### src/rtl/phy_tx_byte_if.sv
// PHY-side transmit byte interface: start/end handshake, toggle byte pull into a
// two-entry buffer, and LSB-first bit serializer with sof/eof/underrun flags.
module phy_tx_byte_if #(
  parameter int unsigned BIT_DIV      = 4,
  parameter int unsigned PREAMBLE_CYC = 1536
) (
  input  logic        clk_80m,
  input  logic        bus_clk_resetn,
  input  logic        phy_txstartend_req,
  input  logic        phy_data_req,
  input  logic [7:0]  bup_txdata,
  input  logic [11:0] txv_length_reg,
  input  logic        txv_immstop,
  output logic        phy_txstartend_conf,
  output logic        phy_data_conf,
  output logic        tx_bit,
  output logic        tx_bit_valid,
  output logic        tx_sof_p,
  output logic        tx_eof_p,
  output logic        tx_underrun,
  output logic [11:0] tx_byte_cnt,
  output logic [1:0]  state_dbg
);

  typedef enum logic [1:0] {
    S_IDLE     = 2'd0,
    S_PREAMBLE = 2'd1,
    S_DATA     = 2'd2,
    S_END      = 2'd3
  } state_t;

  localparam logic [15:0] PRE_LAST = 16'(PREAMBLE_CYC - 1);
  localparam logic [7:0]  DIV_LAST = 8'(BIT_DIV - 1);

  state_t      state_q, state_d;
  logic        req_q1, req_q2, data_req_q;
  logic [11:0] len_q, req_cnt;
  logic        outstanding;
  logic [7:0]  fifo_mem [2];
  logic        wr_ptr, rd_ptr;
  logic [1:0]  occ;
  logic [15:0] pre_cnt;
  logic [7:0]  div_cnt;
  logic [2:0]  bit_idx;
  logic [7:0]  shreg;
  logic [7:0]  rd_data;
  logic [11:0] byte_cnt_inc;

  logic start, active, abort, pre_done, period_end, byte_end, bit_adv;
  logic frame_done, boundary, pop, starve, capture, issue, flush;

  // Byte handshake: the conf rising edge requests byte 0, every phy_data_conf
  // toggle requests one more; each phy_data_req toggle delivers one byte on
  // bup_txdata. Only one request is ever outstanding.
  always_comb begin
    rd_data      = fifo_mem[rd_ptr];
    byte_cnt_inc = tx_byte_cnt + 12'd1;
    start        = (state_q == S_IDLE) && req_q1 && !req_q2 && (txv_length_reg != 12'd0);
    active       = (state_q == S_PREAMBLE) || (state_q == S_DATA);
    abort        = txv_immstop && (state_q != S_IDLE);
    pre_done     = (state_q == S_PREAMBLE) && (pre_cnt == PRE_LAST) && !abort;
    period_end   = (state_q == S_DATA) && (div_cnt == DIV_LAST) && !abort;
    byte_end     = period_end && (bit_idx == 3'd7);
    bit_adv      = period_end && (bit_idx != 3'd7);
    frame_done   = byte_end && (byte_cnt_inc == len_q);
    boundary     = pre_done || byte_end;
    pop          = boundary && !frame_done && (occ != 2'd0);
    starve       = boundary && !frame_done && (occ == 2'd0);
    capture      = active && !abort && (phy_data_req != data_req_q) && ((occ != 2'd2) || pop);
    issue        = active && !abort && !starve && !frame_done && !outstanding &&
                   (occ != 2'd2) && (req_cnt < len_q);
    flush        = !active || abort || frame_done || starve;

    state_d = state_q;
    case (state_q)
      S_IDLE:     if (start) state_d = S_PREAMBLE;
      S_PREAMBLE: if (pre_done) state_d = starve ? S_END : S_DATA;
      S_DATA:     if (frame_done || starve) state_d = S_END;
      S_END:      if (!phy_txstartend_req) state_d = S_IDLE;
      default:    state_d = S_IDLE;
    endcase
    if (abort) state_d = S_IDLE;
  end

  always_ff @(posedge clk_80m or negedge bus_clk_resetn) begin
    if (!bus_clk_resetn) begin
      state_q       <= S_IDLE;
      req_q1        <= 1'b0;
      req_q2        <= 1'b0;
      data_req_q    <= 1'b0;
      len_q         <= 12'd0;
      req_cnt       <= 12'd0;
      outstanding   <= 1'b0;
      fifo_mem[0]   <= 8'd0;
      fifo_mem[1]   <= 8'd0;
      wr_ptr        <= 1'b0;
      rd_ptr        <= 1'b0;
      occ           <= 2'd0;
      pre_cnt       <= 16'd0;
      div_cnt       <= 8'd0;
      bit_idx       <= 3'd0;
      shreg         <= 8'd0;
      phy_data_conf <= 1'b0;
      tx_bit_valid  <= 1'b0;
      tx_sof_p      <= 1'b0;
      tx_eof_p      <= 1'b0;
      tx_underrun   <= 1'b0;
      tx_byte_cnt   <= 12'd0;
    end else begin
      state_q      <= state_d;
      req_q1       <= phy_txstartend_req;
      req_q2       <= req_q1;
      data_req_q   <= phy_data_req;
      tx_bit_valid <= 1'b0;
      tx_sof_p     <= 1'b0;
      tx_eof_p     <= 1'b0;

      if (start) begin
        len_q       <= txv_length_reg;
        tx_byte_cnt <= 12'd0;
        tx_underrun <= 1'b0;
        req_cnt     <= 12'd1;
        outstanding <= 1'b1;
        pre_cnt     <= 16'd0;
      end else begin
        if (state_q == S_PREAMBLE) pre_cnt <= pre_cnt + 16'd1;
        if (flush) begin
          outstanding <= 1'b0;
        end else if (issue) begin
          outstanding   <= 1'b1;
          req_cnt       <= req_cnt + 12'd1;
          phy_data_conf <= ~phy_data_conf;
        end else if (capture) begin
          outstanding <= 1'b0;
        end
        if (starve)   tx_underrun <= 1'b1;
        if (byte_end) tx_byte_cnt <= byte_cnt_inc;
      end

      if (flush) begin
        occ    <= 2'd0;
        wr_ptr <= 1'b0;
        rd_ptr <= 1'b0;
      end else begin
        if (capture) begin
          fifo_mem[wr_ptr] <= bup_txdata;
          wr_ptr           <= ~wr_ptr;
        end
        if (pop) rd_ptr <= ~rd_ptr;
        if (capture && !pop)      occ <= occ + 2'd1;
        else if (pop && !capture) occ <= occ - 2'd1;
      end

      // shreg[0] is the bit on the wire; it is zeroed whenever DATA is left.
      if (pop) begin
        shreg        <= rd_data;
        tx_bit_valid <= 1'b1;
        tx_sof_p     <= (state_q == S_PREAMBLE);
        bit_idx      <= 3'd0;
        div_cnt      <= 8'd0;
      end else if (bit_adv) begin
        shreg        <= {1'b0, shreg[7:1]};
        tx_bit_valid <= 1'b1;
        tx_eof_p     <= (bit_idx == 3'd6) && (byte_cnt_inc == len_q);
        bit_idx      <= bit_idx + 3'd1;
        div_cnt      <= 8'd0;
      end else if (state_q == S_DATA) begin
        div_cnt <= div_cnt + 8'd1;
      end
      if (state_d != S_DATA) shreg <= 8'd0;
    end
  end

  assign tx_bit              = shreg[0];
  assign phy_txstartend_conf = (state_q == S_PREAMBLE) || (state_q == S_DATA);
  assign state_dbg           = state_q;

endmodule

### config.mk
export PLATFORM = sky130hd
export DESIGN_NAME = phy_tx_byte_if
export DESIGN_NICKNAME = d
export VERILOG_FILES = /design/src/rtl/phy_tx_byte_if.sv
export SDC_FILE = /design/constraint.sdc
export NUM_CORES = 1
export LEC_CHECK = 0
export ABC_AREA = 1
export CORE_UTILIZATION = 45
export CTS_CLUSTER_SIZE = 24
export DETAILED_ROUTE_END_ITERATION = 7
export SYNTH_ARGS = -nofsm -noshare
export SYNTH_HDL_FRONTEND = slang
export SYNTH_SLANG_ARGS = --single-unit
### constraint.sdc
create_clock -name clk_80m -period 3.51 [get_ports clk_80m]
set_input_delay 0.5265 -clock clk_80m [delete_from_list [all_inputs] [get_ports clk_80m]]
set_output_delay 0.5265 -clock clk_80m [all_outputs]
set_load 0.02 [all_outputs]
==> Word level (Yosys, flattened, before mapping) <==
Cells that the tools add are included.
{ "word_totals": {"reg_bits": 102, "latch_bits": 0, "ramBits": 0, "romBits": 0, "out_inout_bits": 21, "mem_count": 0} }
{ "classes": {"add_sub_neg": 7, "mul": 0, "div": 0, "magnitude_cmp": 4, "n_eq_ne": 13, "n_shift": 0, "mux": 46, "n_bitwise": 7, "reduce_logical": 60} }
{ "op_table": {"columns": ["operator", "n"], "rows": [
  ["$mux 8", 10],
  ["$mux 12", 5],
  ["$mux 16", 2],
  ["$logic_and 1x1->1", 26],
  ["$add 12x1->12 const B", 2],
  ["$reduce_bool 2->1", 9],
  ["$add 16x1->16 const B", 1],
  ["$bwmux 16", 1],
  ["$eq 16x11->1 const B", 1],
  ["$mux 1", 16],
  ["$mux 2", 8],
  ["$eq 12x12->1", 1],
  ["$lt 12x12->1", 1],
  ["$reduce_bool 12->1", 1],
  ["$reduce_bool 3->1", 3],
  ["$add 8x1->8 const B", 1],
  ["$demux 8 s1", 1],
  ["$eq 8x2->1 const B", 1],
  ["$logic_not 1->1", 8],
  ["$pmux 2 s4", 1],
  ["$logic_or 1x1->1", 7],
  ["$eq 3x3->1 const B", 2],
  ["$mux 3", 2],
  ["$ne 2x2->1 const B", 3],
  ["15 further kinds", 24]
]} }

==> Depth between registers and ports, before layout <==
Gate-level depths: netlist (run 1).
{ "depth": {"ltp_word": 18, "depth_mapped": 19, "ltp_nobuf": 18} }

==> Worst setup path before layout (run 1) <==
Ideal clock, no wire load.
{ "synth_timing": {"path_kind": "register to register", "start": "register state_q[0] (netlist: state_dbg[0])", "end": "register fifo_mem[15] (netlist bit)", "setup_ns": 0.117, "arrival_time_ns": 2.399, "required_ns": 3.393, "path_slack_ns": 0.994, "stages_incl_launch_ff": 16, "period_less_slack_ns": 2.516, "path_cell_list": "dfrtp_1 > inv_1 > ha_1 > buf_2 > nand2_1 > nor4_2 > nand3_1 > inv_1 > nand3_4 > nand3_4 > nand2_4 > nor2_8 > nand2_4 > buf_6 > nand2_1 > o21ai_2"} }
{ "synth_between": {"elab_chain_len": 12, "word_cells_on_any_way": 27, "classes_between": "eq/ne: 2; bitwise: 1; reduce/logical: 24"} }
{ "synth_lines": {"columns": ["item", "line", "text"], "rows": [
  ["start, declared", "35", "state_t state_q, state_d;"],
  ["start signal, assigned", "110", "state_q <= state_d;"],
  ["$reduce_bool 2->1", "60", "abort = txv_immstop && (state_q != S_IDLE);"],
  ["$logic_and 1x1->1", "60", null],
  ["$logic_not 1->1", "61, 62, 69", null],
  ["$logic_and 1x1->1", "62", "period_end = (state_q == S_DATA) && (div_cnt == DIV_LAST) && !abort;"],
  ["$logic_and 1x1->1", "63", "byte_end = period_end && (bit_idx == 3'd7);"],
  ["$logic_and 1x1->1", "65", "frame_done = byte_end && (byte_cnt_inc == len_q);"],
  ["$logic_not 1->1", "67, 68", null],
  ["$logic_and 1x1->1", "67, 68", null],
  ["$logic_and 1x1->1, on equally long branches", "67, 68", null],
  ["$logic_or 1x1->1, on equally long branches", "69, 72", null],
  ["$logic_and 1x1->1 or $not 1->1 (tied branches)", null, null],
  ["$reduce_and 2->1 (no line) *", null, null],
  ["end signal, assigned by index", "146", "fifo_mem[wr_ptr] <= bup_txdata;"],
  ["end, declared", "39", "logic [7:0] fifo_mem [2];"]
]} }
Every way passes the cells marked *; elsewhere a longest branch is shown, timed or not.
A chain may end at the register's enable or synchronous reset.

==> Final worst setup path (run 1) <==
{ "layout_timing": {"start": "register state_q[0] (netlist: state_dbg[0])", "end": "register req_cnt[7]"} }
{ "layout_between": {"elab_chain_len": 17, "word_cells_on_any_way": 35, "classes_between": "eq/ne: 3; mux: 1; reduce/logical: 31"} }
{ "layout_lines": {"columns": ["item", "line", "text"], "rows": [
  ["$reduce_bool 2->1", "60", null],
  ["$logic_and 1x1->1", "60", null],
  ["$logic_not 1->1", "61, 62, 70", null],
  ["$logic_and 1x1->1", "62", null],
  ["$logic_and 1x1->1", "63", null],
  ["$logic_and 1x1->1", "65", null],
  ["$logic_not 1->1", "68, 70", null],
  ["$logic_and 1x1->1 (2 in a row)", "68", "starve = boundary && !frame_done && (occ == 2'd0);"],
  ["$logic_not 1->1", "70", "issue = active && !abort && !starve && !frame_done && !outstanding &&"],
  ["$logic_and 1x1->1 (4 in a row)", "70", null],
  ["$logic_and 1x1->1", "71", "(occ != 2'd2) && (req_cnt < len_q);"],
  ["$reduce_bool 2->1 (no line)", null, null],
  ["$reduce_and 2->1 (no line)", null, null],
  ["end signal, assigned", "131", "req_cnt <= req_cnt + 12'd1;"],
  ["end, declared", "37", "logic [11:0] len_q, req_cnt;"]
]} }
Several ways; a longest one is shown, not always the timed one.

==> metrics.md, run 1 <==
| Metric | Value |
|---|---|
| Status | complete, no violations |
| Syn Inst Count | 701 |
| LEAKAGE | 2.93 nW |
| Critical-path top delay cell | dfrtp_1 |
| CTS Root Cell | clkbuf_16 |
| CP Class | flop to flop |
| Number of nets in the layout | 797 |
| Post-CTS setup buffer count | 0 |
| TNS Setup | 0 ps |
| Num CTS Buffers | 9 |
| Synth Flop Type | dfrtp_1 |
| Crit path cell chain | inv_1 -> ha_1 -> nand2_1 -> nor4_2 -> nand3_1 -> inv_1 -> nand3_4 -> nand3_4 -> nand2_4 -> nor2_4 -> inv_2 -> nand2_4 -> o21ai_0 |
| Terminus of the critical flop-to-flop path | req_cnt[7]$_DFFE_PN0P_ |
| Comb power frac | 0.299 |
| Post-synthesis async set-or-reset flop share | 1.00 |
| Clock power share | 0.280 |
| Clock slew at reported path FFs | 70 ps |
| Worst EP required | 3740 ps |
| Total area of sequential cells | 0.00255 sq mm |
| Worst Max-Slew Pin Slew | 628 ps |
| TritonCTS clock tree | built |
| Overall Global Routing Usage | 0.219 |
| Switching pwr | 1.28 mW |
| Die Span Y | 115 um |
| Syn. warnings | 0 |
| P_int | 2.31 mW |
| Placed inst area | 0.00633 sq mm |
| Setup violators final | 0 |
| Drt initial violations | 288 |
| Clock latency on the worst-skew pair | 350 ps |
| Post-synth cell types | 42 |
| Unrepaired setup endpoints after global routing | no |
| Total routed wirelength | 13.2 mm |
| DRT Pass-1 Iters | 5 |
| Final Skew | 8.15 ps |
| Largest net degree at the start of global routing | 56 |
| Reg2Reg Depth | 13 |
| CP max FO | 15 |
| Die Wd | 115 um |
| Die Area | 0.0131 sq mm |
| Fin crit share | 0.859 |
| Crit-path leading delay family | simple AND/OR/NAND/NOR gates |
| Sequential fraction of design power | 0.421 |
| Clock H-tree levels | 3 |
| # DRC | 0 |
| WL per Instance | 14.3 um |
| Initial core utilization | 0.469 |
| Post-DR vias/cell | 5.15 |
| Synthesized net count | 748 |
| Syn Area/Cell | 8.13 sq um |
| VDD IR max | 0.481 mV |
| Vias in the first global route | 4656 |
| Post-route cell area | 0.00662 sq mm |
| Sequential element share of the synthesized area | 0.448 |
| EDFF count, synth | 0 |
| Final Max Slew Viols | 0 |
| HPWL after DPL | 9.51 mm |
| Area of the multi-input gates | 0.00271 sq mm |
| Post-layout min period | 3020 ps |
| Crit Reg-Reg Startpoint | state_dbg[0]$_DFF_PN0_ |
| First-pass GRT wire length | 22.3 mm |
| PostCTS Resize Cnt | 0 |
| Maximum clock path buffer count | 2 |
| Cell Area, Synth | 0.00570 sq mm |
| Row count | 40 |
| Synthesis-to-finish area growth | 16.2% |
| Io pins | 46 |
| Overflow after GRT | 0 |
| MaxCap Viol Count | 0 |
| Reg2Reg Setup Slack | 490 ps |
| # diodes | 0 |
| Slew headroom | 0.581 |
| Sw Ratio | 0.356 |
| Input/output buffers | 45 |
| Critical path buffer and inverter count | 3 |
| Global placer's final weighted congestion | 0.868 |
| Via count | 4747 |
| Seq cells post-synth | 102 |
| Cts hold-fix bufs | 0 |
| Largest stage delay on the critical path | 420 ps |
| Hold Vio Cnt, Final | 0 |
| Share of layout cells above drive strength 1 | 0.0822 |
| Hold Path Class | input port to async pin |
| Initial antenna violation count | 0 |
| Fillers | 1155 |
| PD cells | 541 mW/mm^2 |
| CP arrival | 3250 ps |
| Worst Setup End Kind | flop |
| Core area | 0.0122 sq mm |
| ANT nets after route | 0 |
| CTS sink count | 102 |
| Max Clock Freq | 0.332 GHz |
| Worst setup SP type | flop |
-- cells by family after synthesis --
kind of cell / count (synthesis) / synth area share
buf+inv: 109 / 0.0769
xor+xnor: 20 / 0.0307
flops: 102 / 0.448
compound gates: 122 / 0.124
fa+ha+maj: 22 / 0.0483
simple gates: 326 / 0.272
-- routing by layer --
metal	global-route usage	part of all wire	vias to the layer above
met1	0.279	0.47	2233
met2	0.376	0.48	91
li1	-	-	2412
met5	0	0	-
met4	0.0554	0.011	0
met3	0.0492	0.037	11
-- worst register-to-register path, delay by kind of cell, from the launching register on --
kind | cells | cell delay, ps
AND/OR/NAND/NOR | 8 | 1460
adder cells (fa/ha/maj) | 1 | 340
AO/OA/AOI/OAI | 1 | 100
buffers and inverters | 3 | 590
flip-flops | 1 | 420
-- flip-flops by register name, indices dropped and copies added (netlist names), 2 cells and up --
name	flops
fifo_mem	16
tx_byte_cnt	12
shreg	8
state_dbg	2
len_q	12
div_cnt	8
occ	2
req_cnt	12
pre_cnt	16
bit_idx	3
-- power groups by stage --
stage,registers (mW),logic [mW],clock network [mW]
finish,1.51,1.07,1.00
global route,1.54,1.22,1.08
CTS,1.51,1.08,1.03
detailed placement,1.53,1.08,0
global placement,1.53,1.05,0
floorplan,1.51,0.773,0
-- worst max path at each step --
stage,depth (start not counted),end,start
3_5_place_dp,8,shreg[3]$_DFFE_PN0P_,txv_length_reg[0]
2_1_floorplan,15,fifo_mem[15]$_DFFE_PN0P_,state_dbg[0]$_DFF_PN0_
3_3_place_gp,8,shreg[2]$_DFFE_PN0P_,txv_length_reg[1]
5_1_grt,16,req_cnt[7]$_DFFE_PN0P_,tx_byte_cnt[0]$_DFFE_PN0P_
4_1_cts,13,req_cnt[7]$_DFFE_PN0P_,state_dbg[0]$_DFF_PN0_
6_report,13,req_cnt[7]$_DFFE_PN0P_,state_dbg[0]$_DFF_PN0_
-- synth_stat cells (all sizes together) (7+ instances only) --
| master | number | area (sq um) |
|---|---|---|
| buf | 8 | 58.8 |
| ha | 22 | 275 |
| nand2 | 147 | 599 |
| dfrtp | 102 | 2550 |
| nor3 | 15 | 75.1 |
| or2 | 7 | 43.8 |
| inv | 96 | 360 |
| o21ai | 73 | 414 |
| nor4 | 10 | 75.1 |
| nand4 | 11 | 68.8 |
| nand3 | 69 | 375 |
| a21oi | 30 | 150 |
| xor2 | 14 | 123 |
| nor2 | 64 | 292 |
-- stage by stage --
step / power (mW) / worst slack [ps] / util / std cells / hold WS [ps]
global placement: 2.57 / 536 / 0.521 / 907 / 361
detailed placement: 2.60 / 541 / 0.521 / 907 / 364
finish: 3.58 / 494 / 0.545 / 922 / 178
floorplan: 2.28 / 994 / - / 701 / 231
global route: 3.84 / 226 / 0.545 / 922 / 236
CTS: 3.63 / 523 / 0.545 / 922 / 207
-- area by class of cell --
| type | count | area share |
|---|---|---|
| Inverter | 97 | 0.0550 |
| Sequential cell | 102 | 0.385 |
| Timing Repair Buffer | 50 | 0.0752 |
| Clock inverter | 5 | 0.00926 |
| Multi-Input combinational cell | 490 | 0.409 |
| Clock buffer | 10 | 0.0346 |
| Tap cell | 168 | 0.0317 |
-- cell usage in the layout (no fill, tap or decap), types with 3 or more instances in the layout --
cell             synthesis  layout
xor2_1                  14      14
dfrtp_1                102     102
clkbuf_16                0       9
nand4_1                 11      11
clkdlybuf4s50_1          0      44
nand2_4                  6       6
nand3_1                 66      66
o21ai_1                  9       9
nor4_1                   8       8
o22ai_1                  6       6
nor2_1                  57      57
buf_4                    1       5
inv_1                   94      94
o21ai_0                 51      51
nand2_1                140     140
nor2_4                   4       4
or2_2                    7       7
a21oi_1                 30      30
xnor2_1                  6       6
nor3_1                  15      15
clkinv_4                 0       3
o211ai_1                 3       3
o21ai_2                 13      13
ha_1                    22      22
(Power assumes the default switching activity.)
==> inputs of run 2 (changes only) <==
--- a/config.mk
+++ b/config.mk
@@ -6,6 +6,7 @@
 export NUM_CORES = 1
 export LEC_CHECK = 0
 export ABC_AREA = 1
+export CORE_MARGIN = 1.5
 export CORE_UTILIZATION = 45
 export CTS_CLUSTER_SIZE = 24
 export DETAILED_ROUTE_END_ITERATION = 7
==> metrics.md, run 2 (same netlist as run 1, synthesis figures left out) <==
| Metric | Value |
|---|---|
| Maximum clock path buffer count | 2 (unchanged) |
| PD cells | 545 mW/mm^2 (was 541 mW/mm^2) |
| Share of layout cells above drive strength 1 | 0.0822 (unchanged) |
| TritonCTS clock tree | built (unchanged) |
| Final Skew | 6.16 ps (was 8.15 ps) |
| WL per Instance | 14.3 um (about the same) |
| Most common cell after layout, fill and taps aside | nand2_1 (unchanged) |
| Final Max Slew Viols | 0 (unchanged) |
| Wl on met1 | 5.97 mm (was 6.21 mm) |
| Worst setup SP type | flop (unchanged) |
| # diodes | 0 (unchanged) |
| Via count | 4743 (was 4747) |
| Overall Global Routing Usage | 0.215 (was 0.219) |
| Hold Vio Cnt, Final | 0 (unchanged) |
| Largest regs | fifo_mem x16, pre_cnt x16 (unchanged) |
| CP Class | flop to flop (unchanged) |
| Unrepaired setup endpoints after global routing | no (unchanged) |
| CTS sink count | 102 (unchanged) |
| Initial antenna violation count | 0 (unchanged) |
| ANT nets after route | 0 (unchanged) |
| Clock power share | 0.283 (was 0.280) |
| CTS Root Cell | clkbuf_16 (unchanged) |
| Number of nets in the layout | 796 (was 797) |
| Reg2Reg Setup Slack | 430 ps (was 490 ps) |
| Input/output buffers | 45 (unchanged) |
| Post-CTS setup buffer count | 0 (unchanged) |
| Post-layout min period | 3080 ps (was 3020 ps) |
| Max Clock Freq | 0.325 GHz (was 0.332 GHz) |
| HPWL after DPL | 9.54 mm (was 9.51 mm) |
| LEAKAGE | 2.93 nW (about the same) |
| Worst Max-Slew Pin Slew | 876 ps (was 628 ps) |
| Total power | 3.61 mW (was 3.58 mW) |
| CP arrival | 3360 ps (was 3250 ps) |
| Worst Setup End Kind | flop (unchanged) |
| Sw Ratio | 0.355 (was 0.356) |
| Fin crit share | 0.878 (was 0.859) |
| Most used cell, CP | inv_1 |
| Die Area | 0.0133 sq mm (was 0.0131 sq mm) |
| Overflow after GRT | 0 (unchanged) |
| Largest net degree at the start of global routing | 66 (was 56) |
| Switching pwr | 1.28 mW (about the same) |
| Cts hold-fix bufs | 0 (unchanged) |
| Initial core utilization | 0.469 (unchanged) |
| Critical-path top delay cell | dfrtp_1 (unchanged) |
| Reg2Reg Depth | 14 (was 13) |
| Die Wd | 116 um (was 115 um) |
| DR WL met2 | 6.29 mm (was 6.34 mm) |
| Clock slew at reported path FFs | 70 ps (about the same) |
| Largest stage delay on the critical path | 410 ps (was 420 ps) |
| Post-DR vias/cell | 5.14 (was 5.15) |
| Synthesis-to-finish area growth | 16.3% (was 16.2%) |
| Critical path buffer and inverter count | 4 (was 3) |
| CP max FO | 24 (was 15) |
| Met3 wire length | 586 um (was 489 um) |
| Die Span Y | 116 um (was 115 um) |
| DRT Pass-1 Iters | 4 (was 5) |
| Drt initial violations | 319 (was 288) |
| Hold Path Class | input port to async pin (unchanged) |
| Clock H-tree levels | 3 (unchanged) |
| Core area | 0.0122 sq mm (unchanged) |
| Commonest cells after routing, fill and taps aside | nand2_1, dfrtp_1, inv_1 (unchanged) |
| First-pass GRT wire length | 22.2 mm (was 22.3 mm) |
| Io pins | 46 (unchanged) |
| Comb power frac | 0.298 (was 0.299) |
| Crit Reg-Reg Startpoint | state_dbg[0]$_DFF_PN0_ (unchanged) |
| Worst EP required | 3790 ps (was 3740 ps) |
| Slew headroom | 0.416 (was 0.581) |
| Row count | 40 (unchanged) |
| MaxCap Viol Count | 0 (unchanged) |
| Setup violators final | 0 (unchanged) |
| # DRC | 0 (unchanged) |
| Sequential fraction of design power | 0.418 (was 0.421) |
| TNS Setup | 0 ps (unchanged) |
| P_int | 2.33 mW (was 2.31 mW) |
| Crit-path leading delay family | simple AND/OR/NAND/NOR gates (unchanged) |
| PostCTS Resize Cnt | 0 (unchanged) |
| Total routed wirelength | 13.1 mm (was 13.2 mm) |
| Global placer's final weighted congestion | 0.843 (was 0.868) |
| Vias in the first global route | 4608 (was 4656) |
| VDD IR max | 0.387 mV (was 0.481 mV) |
| Status | complete, no violations (unchanged) |
| Max Used Layer | met4 (unchanged) |
| Clock latency on the worst-skew pair | 350 ps (about the same) |
| Terminus of the critical flop-to-flop path | shreg[7]$_DFFE_PN0P_ (was req_cnt[7]$_DFFE_PN0P_) |
| Num CTS Buffers | 9 (unchanged) |
| Crit path cell chain | inv_1 -> ha_1 -> nand2_1 -> nor4_2 -> nand3_1 -> inv_1 -> nand3_4 -> nand3_2 -> nand2_4 -> inv_2 -> nand2_1 -> o31ai_1 -> inv_1 -> nor2_1 (was inv_1 -> ha_1 -> nand2_1 -> nor4_2 -> nand3_1 -> inv_1 -> nand3_4 -> nand3_4 -> nand2_4 -> nor2_4 -> inv_2 -> nand2_4 -> o21ai_0) |
==> run 2: final cells by class <==
type                            count  area, sq um
Tap cell                          168          210
Multi-Input combinational cell    490         2710
Clock inverter                      5         58.8
Inverter                           97          364
Fill cell                        1117         5540
Clock buffer                       11          243
Timing Repair Buffer               49          490
Sequential cell                   102         2550
==> run 2: per-layer routing <==
layer,vias up,GRT usage
met1,2203,0.274
met3,16,0.0513
met5,-,0
met4,0,0.0807
met2,111,0.356
li1,2413,-
==> run 2: through the flow <==
step | setup WS (ps) | util | std cells | hold WS, ps | area [sq um]
2_1_floorplan | 994 | - | 701 | 231 | 5700
3_3_place_gp | 564 | 0.520 | 906 | 359 | 6320
3_5_place_dp | 442 | 0.520 | 906 | 358 | 6320
4_1_cts | 445 | 0.545 | 922 | 320 | 6630
5_1_grt | 114 | 0.545 | 922 | 336 | 6630
6_report | 429 | 0.545 | 922 | 266 | 6630
==> run 2: power groups by stage <==
stage                     logic (mW)  registers [mW]  clock network (mW)
final                           1.08            1.51                1.02
after global routing            1.23            1.54                1.09
after CTS                       1.09            1.51                1.05
after global placement          1.06            1.52                   0
after detailed placement        1.08            1.53                   0
after floorplan                0.773            1.51                   0
==> run 2: how the worst max path moves through the flow <==
stage	startpoint	endpoint	depth (start not counted)
3_5_place_dp	txv_immstop	bit_idx[2]$_DFFE_PN0P_	12
4_1_cts	state_dbg[0]$_DFF_PN0_	shreg[7]$_DFFE_PN0P_	14
2_1_floorplan	state_dbg[0]$_DFF_PN0_	fifo_mem[15]$_DFFE_PN0P_	15
6_report	state_dbg[0]$_DFF_PN0_	shreg[7]$_DFFE_PN0P_	14
3_3_place_gp	txv_immstop	shreg[7]$_DFFE_PN0P_	14
5_1_grt	state_dbg[0]$_DFF_PN0_	bit_idx[2]$_DFFE_PN0P_	11
==> inputs of run 3 (changes only) <==
--- a/config.mk
+++ b/config.mk
@@ -8,8 +8,11 @@
 export ABC_AREA = 1
 export CORE_MARGIN = 1.5
 export CORE_UTILIZATION = 45
+export CTS_CLUSTER_DIAMETER = 50
 export CTS_CLUSTER_SIZE = 24
 export DETAILED_ROUTE_END_ITERATION = 7
+export SKIP_LAST_GASP = 1
 export SYNTH_ARGS = -nofsm -noshare
 export SYNTH_HDL_FRONTEND = slang
 export SYNTH_SLANG_ARGS = --single-unit
+export TNS_END_PERCENT = 20
==> results of run 3 <==
No change in the layout: final DEF, timing and power equal those of run 2.
